File: config.mk
export PLATFORM = sky130hd
export DESIGN_NAME = regfile_writeback
export DESIGN_NICKNAME = d
export VERILOG_FILES = /design/src/rtl/regfile_writeback_pkg.sv /design/src/rtl/regfile_writeback_fifo.sv /design/src/rtl/regfile_writeback.sv
export SDC_FILE = /design/constraint.sdc
export NUM_CORES = 1
export LEC_CHECK = 0
export ABC_CLOCK_PERIOD_IN_PS = 5700
export BUFFER_PORTS_ARGS = -buffer_cell sky130_fd_sc_hd__buf_2
export CORE_UTILIZATION = 61
export CTS_CLUSTER_SIZE = 10
export DETAILED_ROUTE_END_ITERATION = 8
export GPL_TIMING_DRIVEN = 0
export PLACE_DENSITY = 0.88
export SLEW_MARGIN = 20
export SYNTH_ARGS = -nofsm -noshare
export SYNTH_HDL_FRONTEND = slang
export SYNTH_SLANG_ARGS = --single-unit
File: constraint.sdc
create_clock -name clock -period 5.7 [get_ports clock]
set_clock_uncertainty 0.1 [all_clocks]
set_input_delay 1.425 -clock clock [delete_from_list [all_inputs] [get_ports clock]]
set_output_delay 1.425 -clock clock [all_outputs]
set_load 0.05 [all_outputs]
File: src/rtl/regfile_writeback_pkg.sv
// Shared types and sizes for the regfile write-back path.
// Holds the buffered result entry and the destination one-hot helper.
package regfile_writeback_pkg;

   localparam int REG_ADDR_W = 5;
   localparam int DATA_W     = 32;
   localparam int NUM_REGS   = 32;

   typedef struct packed {
      logic [REG_ADDR_W-1:0] rd;
      logic [DATA_W-1:0]     data;
   } wb_entry_t;

   // r0 is hardwired, so it never marks a pending destination
   function automatic logic [NUM_REGS-1:0] rd_onehot(input logic [REG_ADDR_W-1:0] rd);
      logic [NUM_REGS-1:0] mask;
      mask = '0;
      if (rd != '0) mask[rd] = 1'b1;
      return mask;
   endfunction

endpackage

File: src/rtl/regfile_writeback_fifo.sv
// In-order buffer for mult/div results with per-entry valid bits.
// The valid bits feed the pending-destination mask used by hazard logic.
module wb_fifo
   import regfile_writeback_pkg::*;
#(
   parameter int DEPTH = 4
) (
   input  logic                clock,
   input  logic                ctrl_reset_n,
   input  logic                push,
   input  wb_entry_t           push_entry,
   input  logic                pop,
   output wb_entry_t           head,
   output logic                full,
   output logic                empty,
   output logic [NUM_REGS-1:0] pending_mask
);

   localparam int IDX_W = $clog2(DEPTH);
   localparam int PTR_W = IDX_W + 1;

   logic [PTR_W-1:0] wr_ptr;
   logic [PTR_W-1:0] rd_ptr;
   logic [DEPTH-1:0] entry_valid;
   wb_entry_t        mem [DEPTH];
   logic             push_en;
   logic             pop_en;

   // Extra pointer bit distinguishes full from empty when the indices match
   assign full    = (wr_ptr[IDX_W] != rd_ptr[IDX_W]) &&
                    (wr_ptr[IDX_W-1:0] == rd_ptr[IDX_W-1:0]);
   assign empty   = (wr_ptr == rd_ptr);
   assign push_en = push && !full;
   assign pop_en  = pop && !empty;
   assign head    = mem[rd_ptr[IDX_W-1:0]];

   always_ff @(posedge clock or negedge ctrl_reset_n) begin
      if (!ctrl_reset_n) begin
         wr_ptr      <= '0;
         rd_ptr      <= '0;
         entry_valid <= '0;
      end else begin
         if (push_en) begin
            wr_ptr                          <= wr_ptr + PTR_W'(1);
            entry_valid[wr_ptr[IDX_W-1:0]] <= 1'b1;
         end
         if (pop_en) begin
            rd_ptr                          <= rd_ptr + PTR_W'(1);
            entry_valid[rd_ptr[IDX_W-1:0]] <= 1'b0;
         end
      end
   end

   always_ff @(posedge clock) begin
      if (push_en) mem[wr_ptr[IDX_W-1:0]] <= push_entry;
   end

   always_comb begin
      pending_mask = '0;
      for (int i = 0; i < DEPTH; i++) begin
         if (entry_valid[i]) pending_mask = pending_mask | rd_onehot(mem[i].rd);
      end
   end

endmodule

File: src/rtl/regfile_writeback.sv
// Merges ALU and buffered mult/div results onto the single regfile write port.
// ALU normally wins; a starve counter forces the FIFO head through periodically.
module regfile_writeback
   import regfile_writeback_pkg::*;
#(
   parameter int FIFO_DEPTH   = 4,
   parameter int STARVE_LIMIT = 3
) (
   input  logic                  clock,
   input  logic                  ctrl_reset_n,
   input  logic                  alu_valid,
   input  logic [REG_ADDR_W-1:0] alu_rd,
   input  logic [DATA_W-1:0]     alu_data,
   output logic                  alu_stall,
   input  logic                  md_valid,
   output logic                  md_ready,
   input  logic [REG_ADDR_W-1:0] md_rd,
   input  logic [DATA_W-1:0]     md_data,
   output logic                  ctrl_writeEnable,
   output logic [REG_ADDR_W-1:0] ctrl_writeReg,
   output logic [DATA_W-1:0]     data_writeReg,
   output logic [NUM_REGS-1:0]   pending_mask
);

   localparam int STARVE_W = $clog2(STARVE_LIMIT + 1);

   wb_entry_t             fifo_head;
   wb_entry_t             md_entry;
   logic                  fifo_full;
   logic                  fifo_empty;
   logic                  win_alu;
   logic                  win_fifo;
   logic [REG_ADDR_W-1:0] win_rd;
   logic [DATA_W-1:0]     win_data;
   logic [STARVE_W-1:0]   starve_cnt;
   logic [STARVE_W-1:0]   starve_next;

   assign md_entry = '{rd: md_rd, data: md_data};
   assign md_ready = !fifo_full;

   wb_fifo #(
      .DEPTH (FIFO_DEPTH)
   ) u_fifo (
      .clock        (clock),
      .ctrl_reset_n (ctrl_reset_n),
      .push         (md_valid),
      .push_entry   (md_entry),
      .pop          (win_fifo),
      .head         (fifo_head),
      .full         (fifo_full),
      .empty        (fifo_empty),
      .pending_mask (pending_mask)
   );

   always_comb begin
      win_alu     = 1'b0;
      win_fifo    = 1'b0;
      alu_stall   = 1'b0;
      win_rd      = alu_rd;
      win_data    = alu_data;
      starve_next = '0;
      if (!fifo_empty && (starve_cnt == STARVE_W'(STARVE_LIMIT))) begin
         win_fifo  = 1'b1;
         alu_stall = alu_valid;
      end else if (alu_valid) begin
         win_alu = 1'b1;
         if (!fifo_empty) starve_next = starve_cnt + STARVE_W'(1);
      end else if (!fifo_empty) begin
         win_fifo = 1'b1;
      end
      if (win_fifo) begin
         win_rd   = fifo_head.rd;
         win_data = fifo_head.data;
      end
   end

   // rd=0 winners are consumed but never reach the regfile; reg/data hold
   always_ff @(posedge clock or negedge ctrl_reset_n) begin
      if (!ctrl_reset_n) begin
         starve_cnt       <= '0;
         ctrl_writeEnable <= 1'b0;
         ctrl_writeReg    <= '0;
         data_writeReg    <= '0;
      end else begin
         starve_cnt       <= starve_next;
         ctrl_writeEnable <= (win_alu || win_fifo) && (win_rd != '0);
         if ((win_alu || win_fifo) && (win_rd != '0)) begin
            ctrl_writeReg <= win_rd;
            data_writeReg <= win_data;
         end
      end
   end

endmodule

# Word-level counts from Yosys, hierarchy flattened
# Memory sizes are Yosys's and may differ from the RTL's.
# Cells that the tools add are included.
word_totals:
  wordCells: 90
  out_inout_bits: 72
  input_bits: 78
  mem_count: 1
  ff_bits: 50
  ramBits: 148
mem_list:
  columns: ["memory", "words", "width", "rd", "rd_clocked_by_memory_dff", "write_ports", "line_no", "text"]
  rows:
  - ["u_fifo.mem", 4, 37, 5, 0, 1, "regfile_writeback_fifo.sv:25", "wb_entry_t mem [DEPTH];"]
classes:
  add_sub_neg: 3
  n_bitwise: 6
  eq_ne: 4
  n_reduce_logical: 19
  n_mux: 38
  order_cmp: 12
ops:
  columns: ["op", "n"]
  rows:
  - ["two-way mux 32 bit", 12]
  - ["bitwise OR 32 bit", 3]
  - ["nonzero test 5 bit", 5]
  - ["< comparator 5 x 6 -> 1 bit, second input constant", 4]
  - ["demux 1 bit (select 5 bit)", 4]
  - ["greater-or-equal comparator 5 x 1 -> 1 bit, second input constant", 4]
  - ["two-way mux 1 bit", 14]
  - ["logical AND 1 bit", 11]
  - ["two-way mux 4 bit", 2]
  - ["adder 3 x 1 -> 3 bit, second input constant", 2]
  - ["< comparator 2 x 3 -> 1 bit, second input constant", 2]
  - ["two-way mux 2 bit", 3]
  - ["two-way mux 5 bit", 1]
  - ["bitwise AND 4 bit", 1]
  - ["demux 1 bit (select 2 bit)", 2]
  - ["greater-or-equal comparator 2 x 1 -> 1 bit, second input constant", 2]
  - ["NOT 4 bit", 1]
  - ["bitwise OR 4 bit", 1]
  - ["== test 3 bit", 1]
  - ["adder 2 x 1 -> 2 bit, second input constant", 1]
  - ["== test 2 bit", 1]
  - ["== test 2 bit, second input constant", 1]
  - ["zero test 1 bit", 2]
  - ["logical OR 1 bit", 1]
  - ["!= test 1 bit", 1]

# Depth between registers and ports, before layout
depth:
  word_depth: 12
  ltp_mapped: 7
  depth_no_buf: 5

# Modules after synthesis
# From an unflattened synthesis, not the netlist that was laid out.
unflattened:
  cells_unflattened: 617
  hier_area_um2: 9354.0
modules_own_cells:
  columns: ["mod", "n_inst", "area_per_inst_um2", "cells_per_inst", "seq_area_each_um2"]
  rows:
  - ["wb_fifo", 1, 7244.4, 423, 4694.5]
  - ["regfile_writeback", 1, 2109.5, 194, 1001.0]

# Least setup slack after synthesis
# Ideal clock, no wire load.
synth_timing:
  kind: "input-to-output"
  from: "input alu_valid"
  to: "output alu_stall"
  stages: 2
  path_slack_ns: 2.060
  required_ns: 4.175
  path_buffers: 0
  t_arrival_ns: 2.115
  cell_sequence: "inv_1 nor2_1"
synth_via:
  elab_chain_cells: 1
synth_lines:
  columns: ["element", "line_no", "text"]
  rows:
  - ["start, declared", "regfile_writeback.sv:11", "input logic alu_valid,"]
  - ["two-way mux 1 bit", "regfile_writeback.sv:62", "if (!fifo_empty && (starve_cnt == STARVE_W'(STARVE_LIMIT))) begin"]
  - ["end, declared", "regfile_writeback.sv:14", "output logic alu_stall,"]
# Every way passes these cells.

==> results.yml <==
logic_synthesis:
  synth_mux_area_share_pct: 18.2
  synth.avg_cell_area_um2: 16.4
  synth_fa_ha_area_share_pct: 1.27
  netlist_area_um2: 8890
  synth_flop_cell: "edfxtp_1"
  synth_top_family_by_area: "multiplexers"
  synthSimpleGateAreaFrac_pct: 6.56
  synth_edf_count: 148
  syn_inst: 543
  synthesis.nets: 630
  synth_compound_area_share_pct: 6.89
  ys_seq_area_share_pct: 64.0
  synthXorXnorAreaFrac_pct: 0.689
  yosysUniqueCellTypes: 48
  yosys_warnings: 0
  ys_ff_latch: 198
  async_flop_share_pct: 25.3
pwr:
  netSwitchingFraction_pct: 39.8
  p_switching_mw: 2.41
  internal-power_mw: 3.65
  power_density_nw_per_um2: 573
  power_mw: 6.06
  power_frac_seq_pct: 36.8
  pwr-share-clk_pct: 20.3
  power.leakage_nw: 3.99
  vdd_drop_max_uv: 431
  pwr-share-comb_pct: 43.0
clock_network:
  numCtsBuffers: 17
  clk_latency_ps: 440
  postCtsSetupBuffers: 0
  clock_tree.root_cell: "clkbuf_16"
  post_cts_resized: 0
  clkTransAtPathRegs_ps: 70
  clockBufferDepth: 2
  hold_buffers: 0
  cts_tree: "yes"
  htreeDepth: 4
  cts_sinks: 198
timing:
  hold_viol_final: 0
  max_freq_mhz: 239
  min_period_ps: 4180
  hold_ws_ps: 354
  relSlewSlack_pct: 25.2
  finalSetupViolCount: 0
  min_period_over_period_pct: 73.3
  worst_pin_slew_ps: 1120
  slew_viol_final: 0
  grt_setup_unrepaired: "no"
  setup_tns_ps: 0
routing:
  vias: 6024
  ant_nets: 0
  drt_iter0_markers: 870
  wl_per_cell_um: 25.5
  vias_per_cell: 6.63
  remaining_drc_errors: 0
  drt-total-wl_um: 23100
  first_pass_iters: 6
run:
  max-cap-violations: 0
critical_path:
  crit_path_start_kind: "register"
  critPathArrivalTime_ps: 2660
  end_kind: "output pin"
  critical_path.max_fanout: 10
  required_ps: 4180
  worstSetupPathType: "reg -> out"
worst_hold_path:
  hold_class: "reg -> reg"
cells_and_area:
  layout.nets: 801
  stdcell_count: 909
  drive_gt1_share_pct: 39.1
  design_area_um2: 10600
  area_growth_pct: 18.8
  final_cell_mix: "148 x buf_2, 148 x edfxtp_1, 50 x dfrtp_1, 47 x mux2_2, 37 x mux4_2"
  fill_cells: 806
place:
  gp_congestion: 0.967
  post_dp_cell_area_um2: 9950
  io_buffers: 148
  hpwl_um: 15000
  place_inst: 875
global_routing:
  grt_max_degree: 51
  grt_use_total_pct: 32.4
  antenna_found_initial: 3
  grt_pass1_vias: 6020
  grt_pass1_wl_um: 34300
  grt_overflow: 0
floorplan:
  dieArea_um2: 15100
  ios: 150
  die_x_um: 123
  die_y_um: 123
  initial_core_util_pct: 63.3
  rows: 43
  core_um2: 14000
run_status:
  status: "completed"
final cells by class:
type | instances | area [um2] | area share (%)
sequential | 198 | 5700 | 53.9
multi-input combinational | 298 | 3010 | 28.4
timing repair buffer | 152 | 823 | 7.79
clock buffer | 20 | 437 | 4.13
tap | 180 | 225 | 2.13
clock inverter | 12 | 169 | 1.60
buffer | 34 | 155 | 1.47
inverter | 13 | 48.8 | 0.462
antenna | 2 | 5.00 | 0.0474
flip-flops by register name, summed over array words and instances (netlist names):
register	cells
u_fifo.mem	148
starve_cnt	2
ctrl_writeEnable	1
ctrl_writeReg	5
u_fifo.wr_ptr	3
u_fifo.rd_ptr	3
data_writeReg	32
u_fifo.entry_valid	4
metrics by stage:
stage / util (%) / setup WS [ps]
after floorplan: - / 2060
after global placement: 70.2 / 1630
after detailed placement: 70.9 / 1830
after CTS: 75.2 / 1590
after global routing: 75.2 / 1490
final: 75.2 / 1520
cell usage after synthesis (11+ instances only):
master,count,area (um2)
o221ai_1,15,131
inv_1,13,48.8
nor2_1,17,63.8
nand3b_1,11,82.6
dfrtp_1,50,1250
mux4_2,37,833
mux2_2,47,529
edfxtp_1,148,4440
mux2_1,23,259
nand2_1,16,60.1
clkbuf_1,24,90.1
a221o_1,14,140
a22oi_1,11,82.6
o22ai_1,13,81.3
critical path: stages, from the launching register on:
cell	delay, ps
edfxtp_1	340
clkbuf_1	410
or3b_2	560
nor4b_1	400
a21oi_1	80
o221ai_1	120
buf_2	310
power by group through the flow:
| stage | Sequential [mW] | Clock (mW) | Combinational (mW) |
|---|---|---|---|
| after floorplan | 2.68 | 0 | 1.40 |
| after global placement | 2.21 | 0 | 2.45 |
| after detailed placement | 2.24 | 0 | 2.55 |
| after CTS | 2.22 | 1.24 | 2.60 |
| after global routing | 2.26 | 1.29 | 2.74 |
| final | 2.23 | 1.23 | 2.60 |
kinds of logic after synthesis:
group / after synthesis
flops: 198
compound gates: 77
mux: 107
simple gates: 97
fa+ha+maj: 9
buf+inv: 47
xor+xnor: 7
other cells: 1
routing by layer:
layer / part of all wire [%] / global-route usage, %
met1: 38 / 41.8
met5: 0 / 0
met4: 2.9 / 14.2
met2: 50 / 52.0
met3: 9.0 / 8.83
final timing paths:
| kind | from | end | slack (ps) | cells past startpoint |
|---|---|---|---|---|
| hold / removal | starve_cnt[0]$_DFF_PN0_ | starve_cnt[0]$_DFF_PN0_ | 350 | 1 |
| setup / recovery | u_fifo.mem[0][35]$_DFFE_PP_ | pending_mask[8] | 1520 | 6 |
| min in group asynchronous | ctrl_reset_n | data_writeReg[23]$_DFFE_PN0P_ | 930 | 1 |
| max in group asynchronous | ctrl_reset_n | data_writeReg[13]$_DFFE_PN0P_ | 4080 | 1 |
| setup reg to reg | u_fifo.rd_ptr[1]$_DFFE_PN0N_ | data_writeReg[26]$_DFFE_PN0P_ | 2230 | 6 |
| hold reg to reg | starve_cnt[0]$_DFF_PN0_ | starve_cnt[0]$_DFF_PN0_ | 350 | 1 |
Power figures use the tool's default switching activity.
